===== src/rtl/ram_stream_reader_pkg.sv =====
// ram_pkg: shared types and constants for the RAM stream reader.
//   state_e        : reader FSM states (IDLE, RUN, DONE)
//   addr_w()       : address width for a given RAM depth
//   OUT_FIFO_DEPTH : entries in the output skid FIFO
package ram_pkg;

  typedef enum logic [1:0] {
    IDLE = 2'd0,
    RUN  = 2'd1,
    DONE = 2'd2
  } state_e;

  localparam int OUT_FIFO_DEPTH = 32'sd2;

  // Address width for a RAM of the given depth; never narrower than one bit.
  function automatic int addr_w(input int depth);
    return (depth > 32'sd1) ? $clog2(depth) : 32'sd1;
  endfunction

endpackage


===== src/rtl/ram_stream_reader_if.sv =====
// ram_stream_reader_if: command, RAM read and output stream signals of the
// RAM stream reader.
//   start/base_addr/len : transfer command (into the reader)
//   busy/done           : transfer status (from the reader)
//   rd_addr/rd_data     : RAM read port (address out, registered data in)
//   out_data/out_valid/out_ready : valid/ready output stream
//   csum                : running checksum, only with RAM_STREAM_READER_CSUM_EN
// modport master = the reader, modport slave = its environment.
interface ram_stream_reader_if
  import ram_pkg::*;
#(
  parameter int Width = 8,
  parameter int Depth = 16
) ();
  localparam int AW = addr_w(Depth);

  logic             start;
  logic [AW-1:0]    base_addr;
  logic [AW:0]      len;
  logic             busy;
  logic             done;
  logic [AW-1:0]    rd_addr;
  logic [Width-1:0] rd_data;
  logic [Width-1:0] out_data;
  logic             out_valid;
  logic             out_ready;
`ifdef RAM_STREAM_READER_CSUM_EN
  logic [Width-1:0] csum;

  modport master (
    input  start, base_addr, len, rd_data, out_ready,
    output busy, done, rd_addr, out_data, out_valid, csum
  );
  modport slave (
    output start, base_addr, len, rd_data, out_ready,
    input  busy, done, rd_addr, out_data, out_valid, csum
  );
`else
  modport master (
    input  start, base_addr, len, rd_data, out_ready,
    output busy, done, rd_addr, out_data, out_valid
  );
  modport slave (
    output start, base_addr, len, rd_data, out_ready,
    input  busy, done, rd_addr, out_data, out_valid
  );
`endif
endinterface


===== src/rtl/ram_stream_reader_skid_fifo.sv =====
// ram_skid_fifo: 2-entry registered FIFO buffering RAM read data.
//   clk, rst    : clock, asynchronous active-high reset
//   push_i      : write push_data_i this cycle
//   pop_i       : remove the head entry this cycle
//   occ_o       : current occupancy (0..2)
//   head_o      : head entry, driven from storage registers only
module ram_skid_fifo
  import ram_pkg::*;
#(
  parameter int Width = 8
) (
  input  logic             clk,
  input  logic             rst,
  input  logic             push_i,
  input  logic [Width-1:0] push_data_i,
  input  logic             pop_i,
  output logic [1:0]       occ_o,
  output logic [Width-1:0] head_o
);
  localparam logic [1:0] OCC_FULL = 2'(OUT_FIFO_DEPTH);

  logic [Width-1:0] mem_q [OUT_FIFO_DEPTH];
  logic             wr_ptr_q;
  logic             rd_ptr_q;
  logic [1:0]       occ_q, occ_d;
  logic             push_ok_s;
  logic             pop_ok_s;

  assign pop_ok_s  = pop_i && (occ_q != 2'd0);
  // A full FIFO can still take a push when the head leaves in the same cycle.
  assign push_ok_s = push_i && ((occ_q != OCC_FULL) || pop_ok_s);

  // Occupancy next state.
  always_comb begin
    occ_d = occ_q;
    case ({push_ok_s, pop_ok_s})
      2'b10:   occ_d = occ_q + 2'd1;
      2'b01:   occ_d = occ_q - 2'd1;
      default: occ_d = occ_q;
    endcase
  end

  // Storage, pointers and occupancy registers.
  always_ff @(posedge clk or posedge rst) begin
    if (rst) begin
      for (int i = 0; i < OUT_FIFO_DEPTH; i++) begin
        mem_q[i] <= '0;
      end
      wr_ptr_q <= 1'b0;
      rd_ptr_q <= 1'b0;
      occ_q    <= 2'd0;
    end else begin
      if (push_ok_s) begin
        mem_q[wr_ptr_q] <= push_data_i;
        wr_ptr_q        <= ~wr_ptr_q;
      end
      if (pop_ok_s) begin
        rd_ptr_q <= ~rd_ptr_q;
      end
      occ_q <= occ_d;
    end
  end

  assign occ_o  = occ_q;
  assign head_o = mem_q[rd_ptr_q];

endmodule


===== src/rtl/ram_stream_reader.sv =====
// ram_stream_reader: walks a contiguous RAM address range (wrapping modulo
// Depth), issues one read per cycle into a registered-read RAM and presents
// the words on a valid/ready stream with full backpressure.
//   clk, rst : clock, asynchronous active-high reset
//   bus      : ram_stream_reader_if.master (command, status, RAM read port,
//              output stream)
// Optional: define RAM_STREAM_READER_CSUM_EN to add bus.csum, the running
// sum modulo 2^Width of the words popped in the current transfer.
module ram_stream_reader
  import ram_pkg::*;
#(
  parameter int Width = 8,
  parameter int Depth = 16
) (
  input  logic                clk,
  input  logic                rst,
  ram_stream_reader_if.master bus
);
  localparam int            AW        = addr_w(Depth);
  localparam logic [AW:0]   CNT_ZERO  = {(AW+1){1'b0}};
  localparam logic [AW:0]   CNT_ONE   = (AW+1)'(32'd1);
  localparam logic [AW-1:0] ADDR_ZERO = {AW{1'b0}};
  localparam logic [AW-1:0] ADDR_ONE  = AW'(32'd1);
  localparam logic [AW-1:0] ADDR_LAST = AW'(Depth - 1);

  state_e           state_q, state_d;
  logic [AW-1:0]    addr_q, addr_d;
  logic [AW:0]      issue_cnt_q, issue_cnt_d;
  logic [AW:0]      pop_cnt_q, pop_cnt_d;
  logic             inflight_q, inflight_d;
  logic             busy_q, done_q;
  logic [1:0]       occ_s;
  logic [Width-1:0] head_s;
  logic             out_valid_s;
  logic             pop_s;
  logic             issue_s;
  logic [2:0]       fill_s;
  logic [AW-1:0]    addr_nxt_s;

  assign out_valid_s = (occ_s != 2'd0);
  assign pop_s       = out_valid_s && bus.out_ready;
  // Words already buffered or on their way, after this cycle's pop. Keeping
  // this below the FIFO depth is what rules out overflow.
  assign fill_s      = {1'b0, occ_s} + {2'b00, inflight_q} - {2'b00, pop_s};
  assign issue_s     = (state_q == RUN) && (issue_cnt_q != CNT_ZERO) &&
                       (fill_s < 3'(OUT_FIFO_DEPTH));
  assign addr_nxt_s  = (addr_q == ADDR_LAST) ? ADDR_ZERO : (addr_q + ADDR_ONE);

  // FSM next state, read issue and counters.
  always_comb begin
    state_d     = state_q;
    addr_d      = addr_q;
    issue_cnt_d = issue_cnt_q;
    pop_cnt_d   = pop_cnt_q;
    inflight_d  = 1'b0;
    case (state_q)
      IDLE: begin
        if (bus.start) begin
          if (bus.len != CNT_ZERO) begin
            addr_d      = bus.base_addr;
            issue_cnt_d = bus.len;
            pop_cnt_d   = bus.len;
            state_d     = RUN;
          end else begin
            state_d     = DONE;
          end
        end else begin
          state_d = IDLE;
        end
      end
      RUN: begin
        if (issue_s) begin
          addr_d      = addr_nxt_s;
          issue_cnt_d = issue_cnt_q - CNT_ONE;
          inflight_d  = 1'b1;
        end else begin
          inflight_d  = 1'b0;
        end
        if (pop_s) begin
          pop_cnt_d = pop_cnt_q - CNT_ONE;
          if (pop_cnt_q == CNT_ONE) begin
            state_d = DONE;
          end else begin
            state_d = RUN;
          end
        end else begin
          state_d = RUN;
        end
      end
      DONE: begin
        state_d = IDLE;
      end
      default: begin
        state_d = IDLE;
      end
    endcase
  end

  // State, address, counters and registered status outputs.
  always_ff @(posedge clk or posedge rst) begin
    if (rst) begin
      state_q     <= IDLE;
      addr_q      <= ADDR_ZERO;
      issue_cnt_q <= CNT_ZERO;
      pop_cnt_q   <= CNT_ZERO;
      inflight_q  <= 1'b0;
      busy_q      <= 1'b0;
      done_q      <= 1'b0;
    end else begin
      state_q     <= state_d;
      addr_q      <= addr_d;
      issue_cnt_q <= issue_cnt_d;
      pop_cnt_q   <= pop_cnt_d;
      inflight_q  <= inflight_d;
      busy_q      <= (state_d == RUN);
      done_q      <= (state_d == DONE);
    end
  end

  // RAM data arrives the cycle after the issue, tracked by inflight_q.
  ram_skid_fifo #(
    .Width(Width)
  ) u_fifo (
    .clk         (clk),
    .rst         (rst),
    .push_i      (inflight_q),
    .push_data_i (bus.rd_data),
    .pop_i       (pop_s),
    .occ_o       (occ_s),
    .head_o      (head_s)
  );

  assign bus.busy      = busy_q;
  assign bus.done      = done_q;
  assign bus.rd_addr   = addr_q;
  assign bus.out_valid = out_valid_s;
  assign bus.out_data  = head_s;

`ifdef RAM_STREAM_READER_CSUM_EN
  logic [Width-1:0] csum_q, csum_d;

  // Checksum next value: cleared by an accepted start, accumulates pops.
  always_comb begin
    csum_d = csum_q;
    if ((state_q == IDLE) && bus.start) begin
      csum_d = '0;
    end else if (pop_s) begin
      csum_d = csum_q + head_s;
    end else begin
      csum_d = csum_q;
    end
  end

  // Checksum register; holds its value after done.
  always_ff @(posedge clk or posedge rst) begin
    if (rst) begin
      csum_q <= '0;
    end else begin
      csum_q <= csum_d;
    end
  end

  assign bus.csum = csum_q;
`endif

endmodule

===== src/flat_wrapper.sv =====
// flat-port wrapper written by rule: the top's interface ports become plain ports
module ram_stream_reader_flat import ram_pkg::*;
#(
  parameter int Width = 8,
  parameter int Depth = 16
)
  (clk, rst, bus_start, bus_base_addr, bus_len, bus_rd_data, bus_out_ready, bus_busy, bus_done, bus_rd_addr, bus_out_data, bus_out_valid);
  ram_stream_reader_if #(.Width(Width), .Depth(Depth)) bus_i ();
  input  logic clk;
  input  logic rst;
  input wire logic [$bits(bus_i.start)-1:0] bus_start;
  input wire logic [$bits(bus_i.base_addr)-1:0] bus_base_addr;
  input wire logic [$bits(bus_i.len)-1:0] bus_len;
  input wire logic [$bits(bus_i.rd_data)-1:0] bus_rd_data;
  input wire logic [$bits(bus_i.out_ready)-1:0] bus_out_ready;
  output wire logic [$bits(bus_i.busy)-1:0] bus_busy;
  output wire logic [$bits(bus_i.done)-1:0] bus_done;
  output wire logic [$bits(bus_i.rd_addr)-1:0] bus_rd_addr;
  output wire logic [$bits(bus_i.out_data)-1:0] bus_out_data;
  output wire logic [$bits(bus_i.out_valid)-1:0] bus_out_valid;
  assign bus_i.start = bus_start;
  assign bus_i.base_addr = bus_base_addr;
  assign bus_i.len = bus_len;
  assign bus_i.rd_data = bus_rd_data;
  assign bus_i.out_ready = bus_out_ready;
  assign bus_busy = bus_i.busy;
  assign bus_done = bus_i.done;
  assign bus_rd_addr = bus_i.rd_addr;
  assign bus_out_data = bus_i.out_data;
  assign bus_out_valid = bus_i.out_valid;
  ram_stream_reader #(.Width(Width), .Depth(Depth)) u_core (.clk(clk), .rst(rst), .bus(bus_i));
endmodule

===== config.mk =====
export PLATFORM = sky130hd
export DESIGN_NAME = ram_stream_reader_flat
export DESIGN_NICKNAME = d
export VERILOG_FILES = /design/src/rtl/ram_stream_reader_pkg.sv /design/src/rtl/ram_stream_reader_if.sv /design/src/rtl/ram_stream_reader_skid_fifo.sv /design/src/rtl/ram_stream_reader.sv /design/src/flat_wrapper.sv
export SDC_FILE = /design/constraint.sdc
export NUM_CORES = 1
export LEC_CHECK = 0
export BUFFER_PORTS_ARGS = -buffer_cell sky130_fd_sc_hd__buf_2
export CAP_MARGIN = 20
export CORE_MARGIN = 2
export CORE_UTILIZATION = 40
export DETAILED_ROUTE_END_ITERATION = 6
export GPL_ROUTABILITY_DRIVEN = 0
export GPL_TIMING_DRIVEN = 0
export PLACE_DENSITY_LB_ADDON = 0.05
export SYNTH_ARGS = -nofsm -noshare
export SYNTH_HDL_FRONTEND = slang
export SYNTH_SLANG_ARGS = --single-unit

===== constraint.sdc =====
create_clock -name clk -period 8.55 [get_ports clk]
set_input_delay 2.1375 -clock clk [delete_from_list [all_inputs] [get_ports clk]]
set_output_delay 2.1375 -clock clk [all_outputs]
set_load 0.05 [all_outputs]

==> impl_metrics.csv <==
group,metric,value,unit
synthesis,synth.area.mux_share,0.144,
clocking,cts.repair.resized,0,
cells_and_area,drive_gt1_frac,0.352,
die,start_util,0.416,
route,top_layer,"met4",
worst_setup_path,worstPathArrival,4.48,ns
route,routed_via_density,5.38,
pwr,p_leak,0.00113,µW
grt,grt_pass1_wl,7760,µm
route,ant_nets,0,
clocking,cts_buffers,5,
clocking,clkTransAtPathRegs,0.08,ns
place,place_hpwl,3210,µm
grt,grt_pass1_vias,1643,
place,numPortBuffers,35,
cells_and_area,layout_commonest_cell,"dfrtp_1",
synthesis,ys_types,51,
timing,final_max_slew_viol_count,0,
cells_and_area,antenna_cells,0,
synthesis,avgSynthCellArea,11.1,µm²
die,num_rows,26,
clocking,post_cts_buffers,0,
timing,rsz0062_at_grt,"false",
cells_and_area,layout_common_cells,"dfrtp_1, buf_2, mux2_2, a21oi_1, nor2_1",
pwr,powerDensity,453,nW/µm²
synthesis,syn_inst,193,
clocking,holdBufCountCts,0,
synthesis,syn-num-nets,222,
timing,finClkSkew,0.00452,ns
cells_and_area,nNetsFinal,264,
clocking,cts_sinks,39,
clocking,cts-root-buf,"clkbuf_8",
route,drcViolationCount,0,
route,met3_length,194,µm
pwr,power_frac_seq,0.296,
pwr,power_switching,507,µW
synthesis,synth_xor_area_frac,0.0246,
route,routedWlPerCell,14.7,µm
clocking,cts_tree,"yes",
pwr,switching_share,0.443,
grt,grt_util_all_layers,0.162,
die,die_h,77.1,µm
route,routed_wl,4490,µm
synthesis,synth_ff_type,"dfrtp_1",
synthesis,synthAdderAreaFrac,0.0504,
synthesis,syn_area,2140,µm²
route,vias,1646,
worst_setup_path,cp-end-kind,"flip-flop",
flow_run,maxCapViolations,0,
pwr,comb_power_share,0.545,
synthesis,synth_edf_count,0,
pwr,irDropWorstVdd,0.000190,V
timing,relSlewSlack,0.453,
timing,fin_tns_setup,0,ns
grt,grt_max_degree,40,
outcome,status,"finished, final reports clean",
route,drt_first_iter_violations,29,
die,die_x,77.1,µm
die,core_region_area,5140,µm²
worst_setup_path,cp.required,8.75,ns
pwr,internal_power,639,µW
synthesis,synth-simple-area-share,0.129,
synthesis,ys_seq_area_frac,0.457,
synthesis,async_flop_share,1.00,
route,wl_met1,1980,µm
worst_setup_path,critPathKind,"primary input to flip-flop",
timing,hold_viol,0,
timing,setup_violations,0,
timing,worst_slew_pin_slew,0.819,ns
grt,grt.overflow.total,0,
worst_setup_path,cp_max_fo,10,
worst_setup_path,r2r_start,"u_core.u_fifo.occ_o[0]",
timing,fin_crit,4.28,ns
route,dr.pass1.iters,4,
synthesis,yosysWarnings,0,
synthesis,synth_compound_area_frac,0.158,
route,route.met2.wl,2260,µm
clocking,cts_buffer_depth,2,
pwr,p_clk_frac,0.158,
grt,antenna_found_initial,0,
worst_hold_path,hold_class,"flip-flop to flip-flop",
clocking,clock_latency,0.29,ns
clocking,htreeDepth,2,
cells_and_area,num-fill-cells,511,
timing,fin_crit_sh,0.501,
worst_hold_path,holdCritStartpoint,"u_core.u_fifo.mem_q[6]",
worst_setup_path,worstSetupStartpoint,"bus_out_ready",
die,ios,36,
cells_and_area,area_growth,18.5,%
place,place_ws,3.96,ns
synthesis,synth_top_family_by_area,"compound AO/OA/AOI/OAI gates",
worst_setup_path,cp-start-kind,"primary input",
timing,fmax,234,MHz
die,die_area,5940,µm²
timing,final.setup.worst_slack,4.27,ns
synthesis,ys_seq_elements,39,
-- state kept, by name (all words and copies together) (netlist names) --
name                    count
u_core.state_q              2
u_core.bus.rd_addr          4
u_core.u_fifo.occ_o         2
u_core.inflight_q           1
u_core.u_fifo.mem_q        16
u_core.u_fifo.rd_ptr_q      1
u_core.u_fifo.wr_ptr_q      1
u_core.bus.busy             1
u_core.issue_cnt_q          5
u_core.pop_cnt_q            5
u_core.bus.done             1
-- layer usage --
metal | vias to the layer above | GRT usage
met4 | 0 | 0.0482
met1 | 816 | 0.202
li1 | 788 | -
met5 | - | 0
met3 | 5 | 0.0341
met2 | 37 | 0.283
-- Yosys cell counts, types with 2 or more instances --
cell type | number | area share
clkbuf_1 | 4 | 0.0070
nor2_1 | 12 | 0.021
inv_1 | 12 | 0.021
xnor2_1 | 6 | 0.025
o221ai_1 | 2 | 0.0082
or3_1 | 3 | 0.0088
o21ai_0 | 3 | 0.0070
o22ai_1 | 2 | 0.0059
ha_1 | 7 | 0.041
buf_2 | 2 | 0.0047
mux2_2 | 24 | 0.13
dfrtp_1 | 39 | 0.46
and3_1 | 4 | 0.012
a2bb2oi_1 | 6 | 0.025
nand2_1 | 6 | 0.011
o21ai_2 | 2 | 0.0082
a221oi_1 | 2 | 0.0082
nand2b_1 | 3 | 0.0088
a21oi_1 | 13 | 0.030
o21ai_1 | 3 | 0.0070
nand3_1 | 6 | 0.014
nor3_1 | 3 | 0.0070
-- power by group through the flow --
stage / clock network (µW) / registers, µW / logic (µW)
floorplan: 0 / 360 / 484
global placement: 0 / 336 / 616
detailed placement: 0 / 342 / 628
CTS: 188 / 339 / 633
global route: 197 / 354 / 677
finish: 181 / 340 / 625
-- worst paths after layout --
check | to | depth (start not counted) | slack [ns]
min in group asynchronous | u_core.u_fifo.mem_q[2] | 2 | 2.01
max in group asynchronous | u_core.u_fifo.mem_q[1] | 2 | 6.04
worst min-delay path | u_core.u_fifo.mem_q[6] | 1 | 0.51
worst max register to register | u_core.bus.rd_addr[3] | 10 | 5.51
worst min register to register | u_core.u_fifo.mem_q[6] | 1 | 0.51
worst max-delay path | u_core.bus.rd_addr[3] | 10 | 4.27
-- critical path, cell delays in order --
cell and delay, ns:
buf_2 0.13, o21ai_2 0.16, inv_1 0.08, ha_1 0.29, nand2b_1 0.16, fa_1 0.41
xnor2_1 0.34, nand4_4 0.24, and2_1 0.27, o31ai_1 0.25
-- layout make-up --
cell class              count  area, µm²  area share
inverters                  13       48.8      0.0193
well taps                  70       87.6      0.0346
plain buffers               7       32.5      0.0129
clock buffers               6       72.6      0.0287
multi-input cells         134       1080       0.426
flip-flops and latches     39        976       0.386
repair buffers             35        175      0.0692
clock inverters             2       60.1      0.0237
-- metrics by stage --
step           instances  instance area, µm²  utilization  power, µW  hold WS [ns]
3_3_place_gp         298                2400        0.467        952         0.481
4_1_cts              306                2530        0.492       1160         0.510
6_report             306                2530        0.492       1150         0.506
3_5_place_dp         298                2400        0.467        970         0.492
5_1_grt              306                2530        0.492       1230         0.526
2_1_floorplan        193                2140            -        844         0.474
-- cells by family (layout without fill, tap and decap cells) --
group	count (synthesis)	in the layout
buffers and inverters	20	63
XOR/XNOR	6	6
AO/OA/AOI/OAI	45	45
AND/OR/NAND/NOR	48	48
adder cells (fa/ha/maj)	8	8
multiplexers	27	27
flip-flops	39	39
No activity file was read; power rests on OpenSTA's default activity.
